$ cat config.mk
export PLATFORM = sky130hd
export DESIGN_NAME = count_display_driver_flat
export DESIGN_NICKNAME = d
export VERILOG_FILES = /design/src/rtl/seg7_pkg.sv /design/src/rtl/count_display_driver_if.sv /design/src/rtl/seg7_decode.sv /design/src/rtl/count_display_driver.sv /design/src/flat_wrapper.sv
export SDC_FILE = /design/constraint.sdc
export NUM_CORES = 1
export LEC_CHECK = 0
export CAP_MARGIN = 10
export CORE_UTILIZATION = 49
export CTS_BUF_LIST = sky130_fd_sc_hd__clkbuf_16
export CTS_CLUSTER_SIZE = 24
export DETAILED_ROUTE_END_ITERATION = 10
export GPL_TIMING_DRIVEN = 1
export PLACE_DENSITY = 0.74
export REMOVE_ABC_BUFFERS = 1
export SLEW_MARGIN = 40
export SYNTH_ARGS = -nofsm -noshare
export SYNTH_HDL_FRONTEND = slang
export SYNTH_SLANG_ARGS = --single-unit
$ cat constraint.sdc
create_clock -name clock -period 2.7 [get_ports clock]
set_input_delay 0.54 -clock clock [delete_from_list [all_inputs] [get_ports clock]]
set_output_delay 0.54 -clock clock [all_outputs]
set_load 0.05 [all_outputs]
$ cat src/rtl/seg7_pkg.sv
// Shared types and constants for the 2-digit multiplexed 7-segment display driver.
// Patterns are active-low {g,f,e,d,c,b,a}.
package seg7_pkg;

  localparam int unsigned DIGIT_W = 4;
  localparam int unsigned SEG_W   = 7;
  localparam int unsigned AN_W    = 2;

  typedef enum logic [1:0] {
    S_BLANK_LO = 2'd0,
    S_LO       = 2'd1,
    S_BLANK_HI = 2'd2,
    S_HI       = 2'd3
  } state_t;

  localparam logic [SEG_W-1:0] SEG_BLANK  = 7'h7F;
  localparam logic [AN_W-1:0]  ANODE_OFF  = 2'b11;
  localparam logic [AN_W-1:0]  ANODE_ONES = 2'b10;
  localparam logic [AN_W-1:0]  ANODE_TENS = 2'b01;

  localparam logic [0:9][SEG_W-1:0] SEG_ROM = {
    7'h40, 7'h79, 7'h24, 7'h30, 7'h19,
    7'h12, 7'h02, 7'h78, 7'h00, 7'h10
  };

  // Non-decimal codes map to a dark digit rather than an arbitrary glyph.
  function automatic logic [SEG_W-1:0] digit_pattern(input logic [DIGIT_W-1:0] d);
    return (d < 4'd10) ? SEG_ROM[d] : SEG_BLANK;
  endfunction

endpackage

$ cat src/rtl/count_display_driver_if.sv
// Display-side bundle: sampled count value in, anode and segment drives out.
interface count_display_driver_if
  import seg7_pkg::*;
();

  logic [DIGIT_W-1:0] count;
  logic [AN_W-1:0]    an;
  logic [SEG_W-1:0]   seg;

  modport master (output count, input an, input seg);
  modport slave  (input count, output an, output seg);

endinterface

$ cat src/rtl/seg7_decode.sv
// Combinational single-digit to active-low 7-segment pattern decoder.
module seg7_decode
  import seg7_pkg::*;
(
  input  logic [DIGIT_W-1:0] digit,
  output logic [SEG_W-1:0]   seg_c
);

  assign seg_c = digit_pattern(digit);

endmodule

$ cat src/rtl/count_display_driver.sv
// Multiplexes a 0..15 count onto a 2-digit common-anode display with inter-digit
// blanking; the value is snapshotted once per frame so a digit pair never tears.
module count_display_driver
  import seg7_pkg::*;
#(
  parameter int unsigned SCAN_DIV     = 16,
  parameter int unsigned BLANK_CYCLES = 2,
  parameter bit          LZ_BLANK     = 1'b1
) (
  input  logic                   clock,
  input  logic                   res,
  count_display_driver_if.slave  disp
);

  localparam int unsigned SHOW_CYCLES = SCAN_DIV - BLANK_CYCLES;
  localparam int unsigned TIMER_W     = (SCAN_DIV > 1) ? $clog2(SCAN_DIV) : 1;
  localparam logic [TIMER_W-1:0] BLANK_LAST = TIMER_W'(BLANK_CYCLES - 1);
  localparam logic [TIMER_W-1:0] SHOW_LAST  = TIMER_W'(SHOW_CYCLES - 1);

  if (BLANK_CYCLES < 1 || BLANK_CYCLES >= SCAN_DIV) begin : g_bad_params
    $error("count_display_driver: need 1 <= BLANK_CYCLES < SCAN_DIV");
  end

  state_t               state;
  logic [TIMER_W-1:0]   timer;
  logic [DIGIT_W-1:0]   snap;
  logic                 fresh;
  logic [AN_W-1:0]      an_q;
  logic [SEG_W-1:0]     seg_q;

  logic                 slot_end_c;
  logic                 load_snap_c;
  logic [DIGIT_W-1:0]   snap_next_c;
  logic                 tens_c;
  logic [DIGIT_W-1:0]   ones_c;
  logic [DIGIT_W-1:0]   digit_c;
  logic [SEG_W-1:0]     pat_c;

  assign slot_end_c = (state == S_BLANK_LO || state == S_BLANK_HI) ? (timer == BLANK_LAST)
                                                                    : (timer == SHOW_LAST);

  // Split from the post-edge snapshot so the first frame after reset is already correct.
  assign load_snap_c = fresh || (state == S_HI && slot_end_c);
  assign snap_next_c = load_snap_c ? disp.count : snap;
  assign tens_c      = (snap_next_c >= 4'd10);
  assign ones_c      = tens_c ? (snap_next_c - 4'd10) : snap_next_c;
  assign digit_c     = (state == S_BLANK_HI) ? DIGIT_W'(tens_c) : ones_c;

  seg7_decode u_decode (
    .digit (digit_c),
    .seg_c (pat_c)
  );

  // Slot FSM; anode/segment registers load on the same edge as the state they belong to.
  always_ff @(posedge clock or negedge res) begin
    if (!res) begin
      state <= S_BLANK_LO;
      timer <= '0;
      snap  <= '0;
      fresh <= 1'b1;
      an_q  <= ANODE_OFF;
      seg_q <= SEG_BLANK;
    end else begin
      fresh <= 1'b0;
      snap  <= snap_next_c;
      if (!slot_end_c) begin
        timer <= timer + TIMER_W'(1);
      end else begin
        timer <= '0;
        unique case (state)
          S_BLANK_LO: begin
            state <= S_LO;
            an_q  <= ANODE_ONES;
            seg_q <= pat_c;
          end
          S_LO: begin
            state <= S_BLANK_HI;
            an_q  <= ANODE_OFF;
            seg_q <= SEG_BLANK;
          end
          S_BLANK_HI: begin
            state <= S_HI;
            if (LZ_BLANK && !tens_c) begin
              an_q  <= ANODE_OFF;
              seg_q <= SEG_BLANK;
            end else begin
              an_q  <= ANODE_TENS;
              seg_q <= pat_c;
            end
          end
          S_HI: begin
            state <= S_BLANK_LO;
            an_q  <= ANODE_OFF;
            seg_q <= SEG_BLANK;
          end
          default: begin
            state <= S_BLANK_LO;
            an_q  <= ANODE_OFF;
            seg_q <= SEG_BLANK;
          end
        endcase
      end
    end
  end

  assign disp.an  = an_q;
  assign disp.seg = seg_q;

endmodule

$ cat src/flat_wrapper.sv
// flat-port wrapper written by rule: the top's interface ports become plain ports
module count_display_driver_flat import seg7_pkg::*;
#(
  parameter int unsigned SCAN_DIV     = 16,
  parameter int unsigned BLANK_CYCLES = 2,
  parameter bit          LZ_BLANK     = 1'b1
)
  (clock, res, disp_count, disp_an, disp_seg);
  count_display_driver_if disp_i ();
  input  logic clock;
  input  logic res;
  input wire logic [$bits(disp_i.count)-1:0] disp_count;
  output wire logic [$bits(disp_i.an)-1:0] disp_an;
  output wire logic [$bits(disp_i.seg)-1:0] disp_seg;
  assign disp_i.count = disp_count;
  assign disp_an = disp_i.an;
  assign disp_seg = disp_i.seg;
  count_display_driver #(.SCAN_DIV(SCAN_DIV), .BLANK_CYCLES(BLANK_CYCLES), .LZ_BLANK(LZ_BLANK)) u_core (.clock(clock), .res(res), .disp(disp_i));
endmodule
==> flow_summary.yaml <==
drt:
  route.antenna.remaining_nets: 0
  avgRoutedWirePerCell_um: 15.4
  detail_route.vias_per_cell: 5.69
  drt_drc_violations_left: 0
  drt_iter0_drc: 13
  dr_total_vias: 1087
  detail_route.wirelength_um: 2940
  drt_pre_antenna_iters: 4
setup_path:
  required_ns: 2.88
  timing.critical_path.arrival_ns: 2.75
  criticalPathCategory: "reg2reg"
  crit_path_max_fanout: 3
  critical_path.endpoint_type: "register"
  critical_path.startpoint_type: "register"
  timing.reg2reg.worst_path_depth: 10
global_routing:
  gr-usage-all-layers: 0.241
  grt_overflow: 0
  first_global_vias: 1085
  grt_first_pass_wirelength_um: 4690
  initial_antenna_violation_count: 0
  grt_start_max_net_pins: 21
clock_tree:
  clk_root_buffer_cell: "sky130_fd_sc_hd__clkbuf_16"
  tritoncts.num_buffers: 3
  clock-sinks: 20
  ctsHtreeMaxLevel: 1
  ctsLongestPathBuffers: 2
  clock_tree_from_tritoncts: "yes"
  worst_skew_pair.late_latency_ns: 0.26
  clkSlewWorstSetupHoldPaths_ns: 0.06
floorplanning:
  start_util: 0.516
  die_width_um: 52.9
  die-area_sq_um: 2790
  floorplan.rows: 18
  placeableCoreArea_sq_um: 2450
  floorplan.io_pins: 15
  floorplan.die.height_um: 52.9
synthesis:
  synth-edff-count: 0
  mappedNetlistArea_sq_um: 1270
  average_cell_area_after_synthesis_sq_um: 9.60
  synth.yosys.seq_area_share: 0.405
  synthesis.yosys.warnings: 0
  yosysUniqueCellTypes: 44
  async_flop_share: 1.00
  ys_dominant_reg_cell: "sky130_fd_sc_hd__dfstp_2"
  synthCells: 132
  postSynthRegisterBits: 20
worst_hold_path:
  whs_path_depth: 2
  hp-class: "reg2reg"
finish:
  antenna-diode-count: 0
  regArea_sq_um: 513
  syn2layout_area_growth_pct: 31.0
  multi_input_area_sq_um: 733
  finalNetCount: 177
  n_fill_cell: 183
  fin_util: 0.676
  drive_above_1_share: 0.286
  final_design_area_no_fill_sq_um: 1660
sta:
  final_hold_viol_count: 0
  share_of_the_cycle_needed_by_the_critical_path_after_routing: 0.950
  clock-skew-final_ns: 0.00208
  timing.final.max_slew_violations: 0
  unrepaired_setup_endpoints_after_global_routing: "no"
  worst_slew_pin_slew_ns: 0.496
  setup_viol: 0
  post-route-worst-setup-slack_ns: 0.135
  period_minus_slack_ns: 2.57
  max_clock_freq_mhz: 390
  max-slew-margin-rel: 0.668
flow_run:
  max_cap_viol_count: 0
place:
  place_congestion: 0.835
  post-place-ws_ns: -0.0665
  dpl_cell_area_sq_um: 1510
  numPortBuffers: 14
  hpwl_um: 2150
power:
  max-vdd-ir-drop_mv: 0.443
  power.static_leakage_nw: 0.698
  powerDensity_nw_per_um2: 441
run_status:
  status: "finished, final reports clean"
what timing repair did:
item                       in CTS  in global routing
hold endpoints to repair        0                  0
pin swaps                       0                  7
setup endpoints to repair       2                  4
resized for setup               2                 10
setup buffers                   0                  3
hold buffers                    0                  0
registers in the layout, summed over array words and instances, names as in the netlist:
name and cells:
u_core.disp.an 2, u_core.disp.seg 7, u_core.fresh 1, u_core.snap 4, u_core.state 2, u_core.timer 4
kinds of logic after synthesis:
logic type | Yosys count | synth area share
AO/OA/AOI/OAI | 45 | 0.257
adder cells (fa/ha/maj) | 9 | 0.0888
buffers and inverters | 15 | 0.0572
flip-flops | 20 | 0.405
multiplexers | 5 | 0.0464
other | 1 | 0.00296
AND/OR/NAND/NOR | 37 | 0.143
stage by stage:
stage | cells | power [mW] | TNS, ns | hold WS (ns)
finish | 191 | 0.732 | 0 | 0.491
floorplan | 127 | 0.370 | -0.250 | 0.244
detailed placement | 184 | 0.411 | -0.130 | 0.475
CTS | 188 | 0.721 | 0 | 0.488
global placement | 184 | 0.407 | 0 | 0.461
global route | 191 | 0.760 | 0 | 0.507
Yosys cell counts (all sizes together), types with 4 or more instances:
cell type,n,area [sq um]
o21ai,14,70.1
ha,9,113
dfstp,10,263
nor2,11,41.3
inv,10,37.5
a211oi,4,47.5
mux2,4,48.8
buf,4,31.3
a21oi,5,25.0
nand2,11,41.3
dfrtp,10,250
cell usage in the layout, fill, tap and decap left out, types with 2 or more instances in the layout:
cell / n
sky130_fd_sc_hd__nand2_1: 11
sky130_fd_sc_hd__o21a_1: 2
sky130_fd_sc_hd__nor2_1: 11
sky130_fd_sc_hd__nand2b_1: 2
sky130_fd_sc_hd__a211oi_2: 2
sky130_fd_sc_hd__nand3_1: 2
sky130_fd_sc_hd__o221ai_1: 2
sky130_fd_sc_hd__dfstp_2: 10
sky130_fd_sc_hd__o32ai_1: 2
sky130_fd_sc_hd__or3_1: 2
sky130_fd_sc_hd__clkbuf_16: 3
sky130_fd_sc_hd__mux2_2: 3
sky130_fd_sc_hd__dfrtp_1: 10
sky130_fd_sc_hd__o211ai_1: 2
sky130_fd_sc_hd__a31oi_1: 2
sky130_fd_sc_hd__o21ai_0: 13
sky130_fd_sc_hd__a21oi_1: 5
sky130_fd_sc_hd__ha_1: 8
sky130_fd_sc_hd__inv_1: 11
sky130_fd_sc_hd__clkdlybuf4s50_1: 14
sky130_fd_sc_hd__a21o_1: 2
sky130_fd_sc_hd__buf_4: 16
final cells by class:
class                      instances  area share
clock buffer                       3      0.0452
clock inverter                     1     0.00226
sequential                        20       0.309
inverter                          10      0.0226
tap                               30      0.0226
timing repair buffer              30       0.157
multi-input combinational         97       0.442
worst max-delay path: stages, from the launching register on:
cell,delay [ns]
sky130_fd_sc_hd__dfrtp_1,0.38
sky130_fd_sc_hd__or3_4,0.41
sky130_fd_sc_hd__a211oi_4,0.28
sky130_fd_sc_hd__buf_4,0.17
sky130_fd_sc_hd__o221ai_1,0.16
sky130_fd_sc_hd__nand2_1,0.12
sky130_fd_sc_hd__o21ai_1,0.08
sky130_fd_sc_hd__buf_4,0.15
sky130_fd_sc_hd__ha_1,0.18
sky130_fd_sc_hd__or3_1,0.39
sky130_fd_sc_hd__a31oi_1,0.19
final timing paths:
kind,from,endpoint,slack (ns)
min reg2reg,u_core.disp.an[0]$_DFFE_PN1N_,u_core.disp.an[0]$_DFFE_PN1N_,0.49
max,u_core.timer[2]$_DFF_PN0_,u_core.disp.seg[4]$_DFFE_PN1N_,0.13
max in group asynchronous,res,u_core.disp.seg[4]$_DFFE_PN1N_,1.80
max reg2reg,u_core.timer[2]$_DFF_PN0_,u_core.disp.seg[4]$_DFFE_PN1N_,0.13
min in group asynchronous,res,u_core.snap[2]$_DFF_PN0_,0.63
min,u_core.disp.an[0]$_DFFE_PN1N_,u_core.disp.an[0]$_DFFE_PN1N_,0.49
metal layers:
metal,track usage,share of wire,wire length [um]
met1,0.258,0.42,1240
met2,0.424,0.52,1530
met3,0.0546,0.040,117
met4,0.145,0.020,59
met5,0,0,0
where the power goes:
part / total (mW) / internal (mW) / switching, mW
Clock: 0.312 / 0.198 / 0.115
Combinational: 0.103 / 0.0526 / 0.0501
Sequential: 0.317 / 0.309 / 0.00759
Total: 0.732 / 0.560 / 0.172
Power figures use the tool's default switching activity.
==> RTL edit 1, RTL diff (config.mk and constraints unchanged) <==
Set the package constant `SEG_W` to 9 (it was 7).
--- a/src/rtl/seg7_pkg.sv
+++ b/src/rtl/seg7_pkg.sv
@@ -3,7 +3,7 @@
 package seg7_pkg;
 
   localparam int unsigned DIGIT_W = 4;
-  localparam int unsigned SEG_W   = 7;
+  localparam int unsigned SEG_W   = 9;
   localparam int unsigned AN_W    = 2;
 
   typedef enum logic [1:0] {
Ports: changed (resized disp_seg); port bits go from 15 to 17. The function was not compared with the original's and may differ.
==> RTL edit 1 against the original RTL <==
- the run now ends with setup timing left
- highest routed layer unchanged
- sequential share of layout area shrank 4.8 points
- sequential power increased by 11%
- first-iteration DRC count increased to 3.8 times the old value
- power grew 18%
- area after synthesis increased by 7.6%
- setup slack worse by 350 ps
- cell area increased by 30%
- sequential cell count is 2 higher
- wire length increased by 61%
- non-clock buffer count grew 27
==> RTL edit 1: results <==
<?xml version="1.0" encoding="UTF-8"?>
<metrics>
  <group name="status">
    <metric name="violations" unit="">setup timing</metric>
    <metric name="run_status" unit="">complete, but fails checks</metric>
  </group>
  <group name="place">
    <metric name="buffer_ports.inserted" unit="">16</metric>
    <metric name="post-dp-hpwl" unit="mm">2.372</metric>
    <metric name="preCtsSetupSlack" unit="ps">-300.0</metric>
    <metric name="dpl.cell_count" unit="">211</metric>
    <metric name="instance_area_after_placement" unit="µm²">1723</metric>
  </group>
  <group name="global_routing">
    <metric name="groute.layer.met2.usage" unit="%">46.39</metric>
    <metric name="met3_usage" unit="%">5.278</metric>
    <metric name="grt_pass1_vias" unit="">1271</metric>
    <metric name="global_route.usage.total" unit="%">28.19</metric>
  </group>
  <group name="timing">
    <metric name="finalHoldWorstSlack" unit="ps">509.7</metric>
    <metric name="clk_skew" unit="ps">5.765</metric>
    <metric name="fin_setup_tns" unit="ps">-1346</metric>
    <metric name="setup_slack" unit="ps">-212.8</metric>
    <metric name="finalSetupViolations" unit="">9</metric>
  </group>
  <group name="worst_setup_path">
    <metric name="crit_family" unit="">compound AO/OA/AOI/OAI gates</metric>
    <metric name="crit_start" unit="">u_core.state[1]</metric>
    <metric name="arr_time_crit_path" unit="ps">3090</metric>
    <metric name="cp_slowest_cell" unit="">dfrtp_1</metric>
    <metric name="regToRegEndpoint" unit="">u_core.disp.seg[5]</metric>
    <metric name="crit-reg2reg-launch" unit="">u_core.state[1]</metric>
    <metric name="cp_max_fo" unit="">5</metric>
  </group>
  <group name="power_and_ir_drop">
    <metric name="power.static_leakage" unit="µW">0.0009441</metric>
    <metric name="p_switching" unit="µW">224.6</metric>
    <metric name="worst_ir_drop_vdd" unit="mV">0.4773</metric>
    <metric name="power.combinational.total" unit="µW">197</metric>
    <metric name="combinationalPowerShare" unit="%">22.9</metric>
  </group>
  <group name="final_layout">
    <metric name="layout-drive-gt1-share" unit="%">43.07</metric>
    <metric name="layout.nets" unit="">219</metric>
    <metric name="filler_cell_count" unit="">132</metric>
    <metric name="stdcell_count" unit="">232</metric>
    <metric name="largest_register_ff_count" unit="">9</metric>
  </group>
  <group name="drt">
    <metric name="routed-via-count" unit="">1434</metric>
    <metric name="drt_wl_total" unit="mm">4.735</metric>
    <metric name="met3_length" unit="µm">290</metric>
    <metric name="detailroute.wirelength.met2" unit="mm">2.208</metric>
    <metric name="met1Wirelength" unit="mm">1.968</metric>
  </group>
  <group name="synth">
    <metric name="synthesis.area_per_instance" unit="µm²">9.471</metric>
    <metric name="synth_cell_type_count" unit="">40</metric>
    <metric name="post_synth_most_frequent_cells" unit="">16 x o21ai_0, 12 x dfrtp_1, 12 x nand2_1</metric>
    <metric name="netlist_top_cells_area" unit="">dfrtp_1 22%, dfstp_2 19%, ha_1 9.2%</metric>
    <metric name="synth_sequential_area_ratio" unit="%">41.28</metric>
  </group>
  <group name="clocking">
    <metric name="cts_root_buf" unit="">clkbuf_16</metric>
    <metric name="postCtsSetupRepairBufs" unit="">11</metric>
    <metric name="cts-resized-gates" unit="">14</metric>
  </group>
</metrics>
## RTL edit 1: changes by cell type in the layout (fill, tap and decap cells not counted), moves of 3 or more
cell / unedited run / this run
mux2i_4: 0 / 4
a21oi_2: 0 / 3
mux2i_1: 0 / 3
inv_1: 11 / 8
buf_4: 16 / 39
nor3_4: 0 / 3
inv_2: 0 / 3
## RTL edit 1: cells by family after synthesis
logic type	share of synthesized area, %
AO/OA/AOI/OAI	19.08
XOR/XNOR	0.6423
adder cells (fa/ha/maj)	9.174
buffers and inverters	4.129
flip-flops	41.28
multiplexers	7.064
other	0.2750
AND/OR/NAND/NOR	18.35
## RTL edit 1: final cells by class
type                            instances  area [µm²]  share of cell area (%)
Multi-Input combinational cell        109       964.7                   44.72
Sequential cell                        22       563.0                   26.10
Timing Repair Buffer                   57       475.5                   22.04
Clock buffer                            3       75.07                   3.480
Inverter                               10       37.54                   1.740
Tap cell                               30       37.54                   1.740
Clock inverter                          1       3.754                  0.1740
==> RTL edit 2, RTL diff (same settings) <==
Made on the original files. The 4 states of `state_t` get a Gray code encoding in 2 bits.
--- a/src/rtl/seg7_pkg.sv
+++ b/src/rtl/seg7_pkg.sv
@@ -7,10 +7,10 @@
   localparam int unsigned AN_W    = 2;
 
   typedef enum logic [1:0] {
-    S_BLANK_LO = 2'd0,
-    S_LO       = 2'd1,
-    S_BLANK_HI = 2'd2,
-    S_HI       = 2'd3
+    S_BLANK_LO = 2'b00,
+    S_LO       = 2'b01,
+    S_BLANK_HI = 2'b11,
+    S_HI       = 2'b10
   } state_t;
 
   localparam logic [SEG_W-1:0] SEG_BLANK  = 7'h7F;
Function: same outputs for any inputs over 10 cycles, from zero or initial values; not proved beyond that.
==> RTL edit 2 against the original RTL <==
- power is 1.0% lower
- wire length is 4.9% lower
- clock skew hardly changed
- cell area is 0.30% higher
- setup slack worse by 24 ps
- sequential cell count stayed put
- hold slack better by 2.5 ps
- area after synthesis is 0.89% higher
==> RTL edit 2: results <==
<?xml version="1.0" encoding="UTF-8"?>
<metrics>
  <group name="status">
    <metric name="run_status" unit="">finished, final reports clean</metric>
  </group>
  <group name="synth">
    <metric name="synth_cell_type_count" unit="">43</metric>
    <metric name="netlist_top_cells_area" unit="">dfstp_2 21%, dfrtp_1 20%, ha_1 8.8%</metric>
    <metric name="yosys.area_share.xor_xnor" unit="%">0.6849</metric>
    <metric name="synth_compound_gate_area_share" unit="%">21.62</metric>
    <metric name="synth_adder_area_share" unit="%">8.806</metric>
    <metric name="muxShareOfSynthArea" unit="%">6.067</metric>
    <metric name="post_synth_most_frequent_cells" unit="">12 x inv_1, 10 x dfrtp_1, 10 x dfstp_2, 10 x nand2_1, 10 x o21ai_0</metric>
    <metric name="synth_sequential_area_ratio" unit="%">40.12</metric>
    <metric name="async_flop_share" unit="%">100.0</metric>
  </group>
  <group name="clocking">
    <metric name="cts_made_buffers" unit="">3</metric>
    <metric name="cts_root_buf" unit="">clkbuf_16</metric>
  </group>
  <group name="final_layout">
    <metric name="antenna-diode-count" unit="">0</metric>
    <metric name="layout-drive-gt1-share" unit="%">31.06</metric>
  </group>
  <group name="drt">
    <metric name="drt-vias-per-instance" unit="">5.696</metric>
    <metric name="drt_wl_total" unit="mm">2.796</metric>
    <metric name="drt_iter0_drc" unit="">37</metric>
    <metric name="detailedRoute.firstPassIterationCount" unit="">4</metric>
  </group>
  <group name="place">
    <metric name="instance_area_after_placement" unit="µm²">1493</metric>
    <metric name="globalplace.congestion" unit="">0.8988</metric>
    <metric name="dpl.cell_count" unit="">180</metric>
    <metric name="preCtsSetupSlack" unit="ps">13.02</metric>
    <metric name="post-dp-hpwl" unit="mm">1.952</metric>
  </group>
  <group name="global_routing">
    <metric name="wire_length_of_the_first_global_routing_pass" unit="mm">4.478</metric>
    <metric name="grt_pass1_vias" unit="">969</metric>
    <metric name="global_route.usage.total" unit="%">22.86</metric>
  </group>
  <group name="worst_setup_path">
    <metric name="max_stage_delay" unit="ps">390</metric>
    <metric name="cp_max_fo" unit="">7</metric>
    <metric name="cp_slowest_cell" unit="">dfrtp_1</metric>
  </group>
  <group name="power_and_ir_drop">
    <metric name="worst_ir_drop_vdd" unit="mV">0.4453</metric>
    <metric name="power.static_leakage" unit="µW">0.0007022</metric>
  </group>
  <group name="timing">
    <metric name="slew_headroom" unit="%">66.56</metric>
    <metric name="clk_skew" unit="ps">1.597</metric>
  </group>
</metrics>
## RTL edit 2: cell count changes after synthesis, moves of 3 or more
| cell | change |
|---|---|
| o32ai_1 | -3 |
| a31oi_1 | +7 |
| nand3_1 | +4 |
| o21ai_0 | -4 |
## RTL edit 2: layout make-up
cell class,count,area [µm²]
Multi-Input combinational cell,96,738.2
Clock inverter,1,3.754
Sequential cell,20,513.0
Timing Repair Buffer,29,252.7
Tap cell,30,37.54
Fill cell,207,812.0
Inverter,12,45.04
Clock buffer,3,75.07
## RTL edit 2: worst paths after layout
| kind | from | slack, ps | to |
|---|---|---|---|
| worst max-delay path | u_core.state[1] | 110 | u_core.disp.seg[5] |
| worst min-delay path | u_core.disp.an[0] | 490 | u_core.disp.an[0] |
| worst max register to register | u_core.state[1] | 110 | u_core.disp.seg[5] |
| worst min register to register | u_core.disp.an[0] | 490 | u_core.disp.an[0] |
| max in group asynchronous | res | 1810 | u_core.fresh |
| min in group asynchronous | res | 620 | u_core.snap[3] |
## RTL edit 2: logic make-up after synthesis
family,count (synthesis)
compound gates,38
xor+xnor,1
fa+ha+maj,9
buf+inv,16
flops,20
mux,7
other cells,1
simple gates,40
## RTL edit 2: power by group
| group | switching, µW | internal, µW |
|---|---|---|
| combinational | 52.8 | 49.9 |
| clock | 108 | 197 |
| sequential | 6.81 | 310 |
## RTL edit 2: what timing repair did
action / CTS / global route
pin swaps: 2 / 5
gates resized for setup: 1 / 8
gates cloned: 0 / 0
setup endpoints to repair: 1 / 6
buffers inserted: 3 / 4
## RTL edit 2: metrics by stage
stage / utilization [%] / hold WS (ps)
CTS: 64.34 / 500.6
floorplan: - / 244.4
global placement: 60.25 / 464.5
finish: 67.22 / 493.8
detailed placement: 60.25 / 492.8
global route: 67.22 / 523.5
## RTL edit 2: per-layer routing
layer  part of all wire, %  global-route usage [%]
met2                    48                   36.92
met4                   2.6                   11.84
met1                    45                   28.45
met3                   4.5                   4.598
met5                     0                       0
## RTL edit 2: critical path: cells and delay by family, from the launching register on
kind                       cells  cell delay, ps
AOI/OAI and AO/OA              4            1030
and+or+nand+nor                2             490
DFF                            1             390
buffers and inverters          3             390
adders and majority gates      1             210
